$ cat config.mk
export PLATFORM = sky130hd
export DESIGN_NAME = sipo_rx_flat
export DESIGN_NICKNAME = d
export VERILOG_FILES = /design/src/rtl/sipo_pkg.sv /design/src/rtl/sipo_rx_if.sv /design/src/rtl/sipo_bit_counter.sv /design/src/rtl/sipo_rx.sv /design/src/flat_wrapper.sv
export SDC_FILE = /design/constraint.sdc
export NUM_CORES = 1
export LEC_CHECK = 0
export CAP_MARGIN = 20
export CORE_AREA = 2 2 39 41
export CTS_BUF_LIST = sky130_fd_sc_hd__clkbuf_4 sky130_fd_sc_hd__clkbuf_8
export CTS_CLUSTER_SIZE = 20
export DETAILED_ROUTE_END_ITERATION = 7
export DIE_AREA = 0 0 41 43
export GPL_ROUTABILITY_DRIVEN = 1
export PLACE_DENSITY_LB_ADDON = 0.25
export SYNTH_ARGS = -nofsm -noshare
export SYNTH_HDL_FRONTEND = slang
export SYNTH_SLANG_ARGS = --single-unit
$ cat constraint.sdc
create_clock -name clk -period 1.1 [get_ports clk]
set_input_delay 0.22 -clock clk [delete_from_list [all_inputs] [get_ports clk]]
set_output_delay 0.22 -clock clk [all_outputs]
set_load 0.01 [all_outputs]
$ cat src/rtl/sipo_pkg.sv
// Shared constants and types for the sipo_rx serial receiver.
package sipo_pkg;
  localparam int unsigned WIDTH_DEF = 4;
  localparam int unsigned CNT_W     = $clog2(WIDTH_DEF);

  typedef enum logic {
    IDLE  = 1'b0,
    SHIFT = 1'b1
  } state_t;
endpackage

$ cat src/rtl/sipo_rx_if.sv
// Serial-line and parallel-handshake bundle for sipo_rx.
interface sipo_rx_if import sipo_pkg::*; #(
  parameter int unsigned WIDTH = WIDTH_DEF
);
  logic             S_I;
  logic             S_V;
  logic             S_SYNC;
  logic             P_ACK;
  logic [WIDTH-1:0] P_O;
  logic             P_V;
  logic             BUSY;
  logic             OVR;

  modport master (
    output S_I, S_V, S_SYNC, P_ACK,
    input  P_O, P_V, BUSY, OVR
  );

  modport slave (
    input  S_I, S_V, S_SYNC, P_ACK,
    output P_O, P_V, BUSY, OVR
  );
endinterface

$ cat src/rtl/sipo_bit_counter.sv
// Bit position counter for sipo_rx: wraps after WIDTH valid bits, reloads on sync.
module sipo_bit_counter import sipo_pkg::*; #(
  parameter  int unsigned WIDTH = WIDTH_DEF,
  localparam int unsigned CW    = $clog2(WIDTH)
) (
  input  logic          clk,
  input  logic          rst,
  input  logic          inc,
  input  logic          clr_load,
  output logic [CW-1:0] cnt,
  output logic          last
);

  assign last = (cnt == CW'(WIDTH - 1));

  // A sync with a valid bit makes that bit the first of the word.
  always_ff @(posedge clk) begin
    if (rst) begin
      cnt <= '0;
    end else if (clr_load) begin
      cnt <= inc ? CW'(1) : '0;
    end else if (inc) begin
      cnt <= last ? '0 : cnt + CW'(1);
    end
  end

endmodule

$ cat src/rtl/sipo_rx.sv
// Serial-in parallel-out receiver, MSB first, with valid/ack handshake and sticky overrun.
module sipo_rx import sipo_pkg::*; #(
  parameter int unsigned WIDTH = WIDTH_DEF
) (
  input  logic        clk,
  input  logic        rst,
  sipo_rx_if.slave    bus
);

  localparam int unsigned CW = $clog2(WIDTH);

  state_t           state_q;
  state_t           state_d;
  logic [CW-1:0]    cnt;
  logic             last;
  logic             complete;
  logic [WIDTH-2:0] sr;
  logic [WIDTH-1:0] sr_next;

  sipo_bit_counter #(.WIDTH(WIDTH)) u_cnt (
    .clk      (clk),
    .rst      (rst),
    .inc      (bus.S_V),
    .clr_load (bus.S_SYNC),
    .cnt      (cnt),
    .last     (last)
  );

  always_ff @(posedge clk) begin
    if (rst) state_q <= IDLE;
    else     state_q <= state_d;
  end

  always_comb begin
    state_d = state_q;
    if (bus.S_SYNC)     state_d = bus.S_V ? SHIFT : IDLE;
    else if (bus.S_V)   state_d = last ? IDLE : SHIFT;
    else                state_d = (cnt != '0) ? SHIFT : IDLE;
  end

  always_comb begin
    bus.BUSY = (state_q == SHIFT);
  end

  // Only the newest WIDTH-1 bits are kept; the incoming bit completes the word.
  assign sr_next  = {sr, bus.S_I};
  assign complete = bus.S_V && !bus.S_SYNC && last;

  always_ff @(posedge clk) begin
    if (rst) begin
      sr      <= '0;
      bus.P_O <= '0;
      bus.P_V <= 1'b0;
      bus.OVR <= 1'b0;
    end else begin
      if (bus.S_V) sr <= sr_next[WIDTH-2:0];
      if (complete) begin
        bus.P_O <= sr_next;
        bus.P_V <= 1'b1;
        if (bus.P_V && !bus.P_ACK) bus.OVR <= 1'b1;
      end else if (bus.P_ACK) begin
        bus.P_V <= 1'b0;
      end
    end
  end

endmodule

$ cat src/flat_wrapper.sv
// flat-port wrapper written by rule: the top's interface ports become plain ports
module sipo_rx_flat import sipo_pkg::*;
#(
  parameter int unsigned WIDTH = WIDTH_DEF
)
  (clk, rst, bus_S_I, bus_S_V, bus_S_SYNC, bus_P_ACK, bus_P_O, bus_P_V, bus_BUSY, bus_OVR);
  sipo_rx_if #(.WIDTH(WIDTH)) bus_i ();
  input  logic clk;
  input  logic rst;
  input wire logic [$bits(bus_i.S_I)-1:0] bus_S_I;
  input wire logic [$bits(bus_i.S_V)-1:0] bus_S_V;
  input wire logic [$bits(bus_i.S_SYNC)-1:0] bus_S_SYNC;
  input wire logic [$bits(bus_i.P_ACK)-1:0] bus_P_ACK;
  output wire logic [$bits(bus_i.P_O)-1:0] bus_P_O;
  output wire logic [$bits(bus_i.P_V)-1:0] bus_P_V;
  output wire logic [$bits(bus_i.BUSY)-1:0] bus_BUSY;
  output wire logic [$bits(bus_i.OVR)-1:0] bus_OVR;
  assign bus_i.S_I = bus_S_I;
  assign bus_i.S_V = bus_S_V;
  assign bus_i.S_SYNC = bus_S_SYNC;
  assign bus_i.P_ACK = bus_P_ACK;
  assign bus_P_O = bus_i.P_O;
  assign bus_P_V = bus_i.P_V;
  assign bus_BUSY = bus_i.BUSY;
  assign bus_OVR = bus_i.OVR;
  sipo_rx #(.WIDTH(WIDTH)) u_core (.clk(clk), .rst(rst), .bus(bus_i));
endmodule
### Word level (Yosys, flattened, before mapping)

Cells that the tools add are included.

* add/sub/neg operators: 1
* multiply operators: 0
* divide/modulo/power cells: 0
* order comparisons: 0
* equal/unequal tests: 1
* shift operators: 0
* mux-type cells: 11
* bitwise operators: 0
* reduce and logical (&&, ||, !) cells: 9

Operator list (count)
* 1-bit 2-to-1 mux: 8
* 2-bit 2-to-1 mux: 3
* 2-bit nonzero test: 3
* 1-bit logical AND: 3
* 2-bit by 1-bit adder with 2-bit output, second input constant: 1
* 2-bit == test, second input constant: 1
* 1-bit logical NOT: 2
* 2-bit AND reduction: 1

* flip-flop bits (word level): 12
* latch bits: 0
* RAM bits: 0
* ROM bits: 0
* bits of input ports: 6
* logic and storage cells: 28
* memories kept: 0

### Logic depth before layout (Yosys ltp)

* word-level depth: 4
* mapped depth: 5
* gate-level depth less buffers: 5

### Modules after synthesis

Synthesis repeated with hierarchy kept, for this count alone.

* cells, all modules: 45
* area total of the unflattened synthesis: 481.7 µm²

By module, submodules not included
* sipo_rx: times used 1, cells each 36, area an instance 379.1 µm², sequential area each 200.2 µm²
* sipo_bit_counter: times used 1, cells each 9, area an instance 102.6 µm², sequential area each 40.0 µm²

### Least setup slack after synthesis

OpenSTA, ideal clock, no wires.

* path type: reg2reg
* start: register u_core.u_cnt.cnt[0]
* end: register u_core.bus.P_O[0]
* setup time: 128 ps
* arrival: 884 ps
* required time: 972 ps
* slack: 89 ps
* stages on the path, launching flop included: 5
* path through: dfxtp_1 ha_1 nand3b_2 mux2i_1 nor2_1

* longest elaborated chain between the ends: 2

RTL lines
* start: declaration: RTL line sipo_bit_counter.sv:10 `output logic [CW-1:0] cnt,`
* start signal: assignment: RTL line sipo_bit_counter.sv:21 `cnt <= inc ? CW'(1) : '0;`
* start signal: assignment: RTL line sipo_bit_counter.sv:23 `cnt <= last ? '0 : cnt + CW'(1);`
* 2-bit == test: RTL line sipo_bit_counter.sv:14 `assign last = (cnt == CW'(WIDTH - 1));`
* 1-bit logical AND: RTL line sipo_rx.sv:47 `assign complete = bus.S_V && !bus.S_SYNC && last;`
* end signal: assignment: RTL line sipo_rx.sv:58 `bus.P_O <= sr_next;`
* end: declaration: RTL line sipo_rx_if.sv:21 `output P_O, P_V, BUSY, OVR`

No other way between the ends.
A chain may end at the register's enable or synchronous reset.

### Worst setup path after layout

* start: register u_core.bus.P_O[0]
* end: output port bus_P_O[0]

RTL lines
* end: declaration: RTL line flat_wrapper.sv:14 `output wire logic [$bits(bus_i.P_O)-1:0] bus_P_O;`

No word-level cell between the ends.

==> impl_metrics.py <==
metrics = {
    "layout": {
        "antennaDiodeCount": 0,
        "area_growth_pct": 39.79,
        "final_util": 0.4765,
        "final_common_cell": "dfxtp_1",
        "nFillCells": 131,
        "final_cell_area_sq_um": 659.4,
        "nNetsFinal": 74,
        "drive_gt1_frac": 0.2031,
        "layout_common_cells": "dfxtp_1, nor2_1, mux2i_1, buf_4",
        "instances_no_fill": 80,
    },
    "critical_path": {
        "crit_type": "flip-flop to primary output",
        "path_cells": "clkdlybuf4s15_1",
        "cp_max_fo": 2,
        "endpoint_kind": "primary output",
        "startpoint_type": "flip-flop",
        "crit_arrival_ns": 0.84,
        "cp_num_buf_inv": 1,
        "critPathSlowestCell": "dfxtp_1",
        "crit_family": "flip-flops",
        "cp.required_ns": 0.88,
        "critPathMaxStageDelay_ns": 0.34,
    },
    "detailed_routing": {
        "wl_um": 781,
        "remaining_drc_errors": 0,
        "wl_met3_um": 38,
        "firstDrtPassIters": 2,
        "avgViaCountPerCell": 4.563,
        "antenna_left": 0,
        "wl_per_cell_um": 9.763,
        "top_layer": "met3",
        "dr.first_iter.drc_count": 1,
        "num_vias": 365,
        "wl_met2_um": 392,
        "met1_length_um": 350,
    },
    "power": {
        "power_density_mw_per_mm2": 1176,
        "p_switching_uw": 160.3,
        "clock_power_share": 0.324,
        "ir_drop_mv": 0.5214,
        "leakage_uw": 0.0003265,
        "power_uw": 775.6,
        "internal_power_uw": 615.3,
        "seq_power_share": 0.579,
        "power_frac_comb": 0.097,
        "switching_share": 0.2067,
    },
    "synth": {
        "synth_top_family_by_area": "multiplexers",
        "netlist_area_sq_um": 471.7,
        "synth_fp_nets": 54,
        "ys_warn_count": 0,
        "yosysUniqueCellTypes": 14,
        "synth_xor_area_frac": 0,
        "ys_ff_latch": 12,
        "ys_seq_area_frac": 0.5093,
        "avgSynthCellArea_sq_um": 10.25,
        "synth-adder-area-share": 0.05305,
        "synthMuxAreaShare": 0.1698,
        "synth_simple_gate_area_frac": 0.1565,
        "synthCells": 46,
        "synth_compound_area_frac": 0.06366,
    },
    "clock_network": {
        "numCtsBuffers": 3,
        "cts_tree": "yes",
        "cts_max_level": 1,
        "clock-root-buffer": "clkbuf_4",
        "clk_pin_slew_ns": 0.07,
        "cts_hold_buf": 0,
        "insertion_delay_ns": 0.26,
        "clock_path_buffers": 2,
        "cts_setup_buffers": 0,
        "clkSinkCount": 12,
    },
    "sta": {
        "finalHoldViolCount": 0,
        "finalCriticalPeriod_ns": 1.056,
        "fin_ws_ns": 0.04417,
        "setup_violations": 0,
        "maxSlewViolCount": 0,
        "relSlewSlack": 0.8530,
        "clock_skew_ns": 0.003426,
        "max_freq_ghz": 0.9471,
        "finalCritPeriodShare": 0.9598,
        "worst_pin_slew_ns": 0.2202,
    },
    "floorplan": {
        "fp-row-count": 14,
        "core-area_sq_mm": 0.001384,
        "die_area_sq_mm": 0.001763,
        "initial_utilization": 0.3409,
        "die_height_um": 43,
        "ios": 13,
        "die_x_um": 41,
    },
    "global_route": {
        "antenna_found_initial": 0,
        "grt_pass1_vias": 327,
        "grt_pass1_wl_um": 1276,
        "grt-ovfl-total": 0,
        "track_usage": 0.1109,
        "grt_max_degree": 9,
    },
    "placement": {
        "hpwl_um": 592.2,
        "place_area_sq_um": 634.4,
        "place_congestion": 0.6028,
        "portBuffers": 12,
        "pre_cts_ws_ns": -0.2287,
        "dpl.cell_count": 77,
    },
    "job": {
        "drv_cap": 0,
    },
    "outcome": {
        "status": "finished clean",
    },
    "hold_path": {
        "hp-class": "input pin to flip-flop",
    },
}
## worst paths after layout
kind                                                  startpoint                             end  slack (ns)  depth (start not counted)
worst max-delay path              u_core.bus.P_O[0]$_SDFFE_PP0P_                      bus_P_O[0]        0.04                          1
worst min-delay path                                     bus_S_V     u_core.bus.P_V$_SDFFE_PP0P_        0.40                          3
worst max register to register  u_core.u_cnt.cnt[1]$_SDFFE_PP0P_  u_core.bus.P_O[0]$_SDFFE_PP0P_        0.08                          4
worst min register to register       u_core.bus.OVR$_SDFFE_PP0P_     u_core.bus.OVR$_SDFFE_PP0P_        0.49                          1
## state kept, by name, indices dropped and copies added, names as in the netlist
register          cells
u_core.bus.P_O        4
u_core.sr             3
u_core.bus.BUSY       1
u_core.bus.P_V        1
u_core.bus.OVR        1
u_core.u_cnt.cnt      2
## cells by family (layout without fill, tap and decap cells)
| family | count (synthesis) | in the layout |
|---|---|---|
| compound gates | 5 | 5 |
| fa+ha+maj | 2 | 2 |
| buf+inv | 4 | 22 |
| flops | 12 | 12 |
| mux | 8 | 8 |
| simple gates | 15 | 15 |
## stage by stage
| step | hold WS (ns) | TNS [ns] |
|---|---|---|
| 5_1_grt | 0.4143 | -0.005076 |
| 3_3_place_gp | 0.4732 | -2.272 |
| 2_1_floorplan | 0.2968 | 0 |
| 4_1_cts | 0.4862 | 0 |
| 6_report | 0.3995 | 0 |
| 3_5_place_dp | 0.4740 | -2.255 |
## layout make-up
cell class | count | area, sq um | share of cell area
flip-flops and latches | 12 | 240.2 | 0.3643
multi-input cells | 30 | 220.2 | 0.3340
repair buffers | 17 | 148.9 | 0.2258
clock buffers | 3 | 22.52 | 0.03416
well taps | 16 | 20.02 | 0.03036
inverters | 2 | 7.507 | 0.01139
## cells in the mapped netlist, drive strengths merged
cell type	instances	share of area
dfxtp	12	0.51
nor2	9	0.072
mux2i	8	0.17
a21oi	3	0.032
ha	2	0.053
inv	2	0.016
nand2b	2	0.027
nor3	2	0.021
buf	1	0.024
clkbuf	1	0.0079
nand3b	1	0.024
o21ai	1	0.011
o21ba	1	0.021
or3	1	0.013
## metal layers
layer,GRT usage,up-vias
met5,0,-
met1,0.1368,164
met3,0.04712,0
met4,0.08000,0
li1,-,195
met2,0.1469,6
## repair_timing
| action | 4_1_cts | 5_1_grt |
|---|---|---|
| cloned | 0 | 0 |
| gates resized for setup | 10 | 8 |
| endpoints found under the setup margin | 7 | 9 |
## power by group through the flow
stage | registers (uW) | logic, uW | clock network (uW)
after floorplan | 460 | 35.3 | 0
after global placement | 459 | 75.3 | 0
after detailed placement | 459 | 76.2 | 0
after CTS | 449 | 74.9 | 272
after global routing | 450 | 83.0 | 284
final | 449 | 75.4 | 251
(Power assumes the default switching activity.)
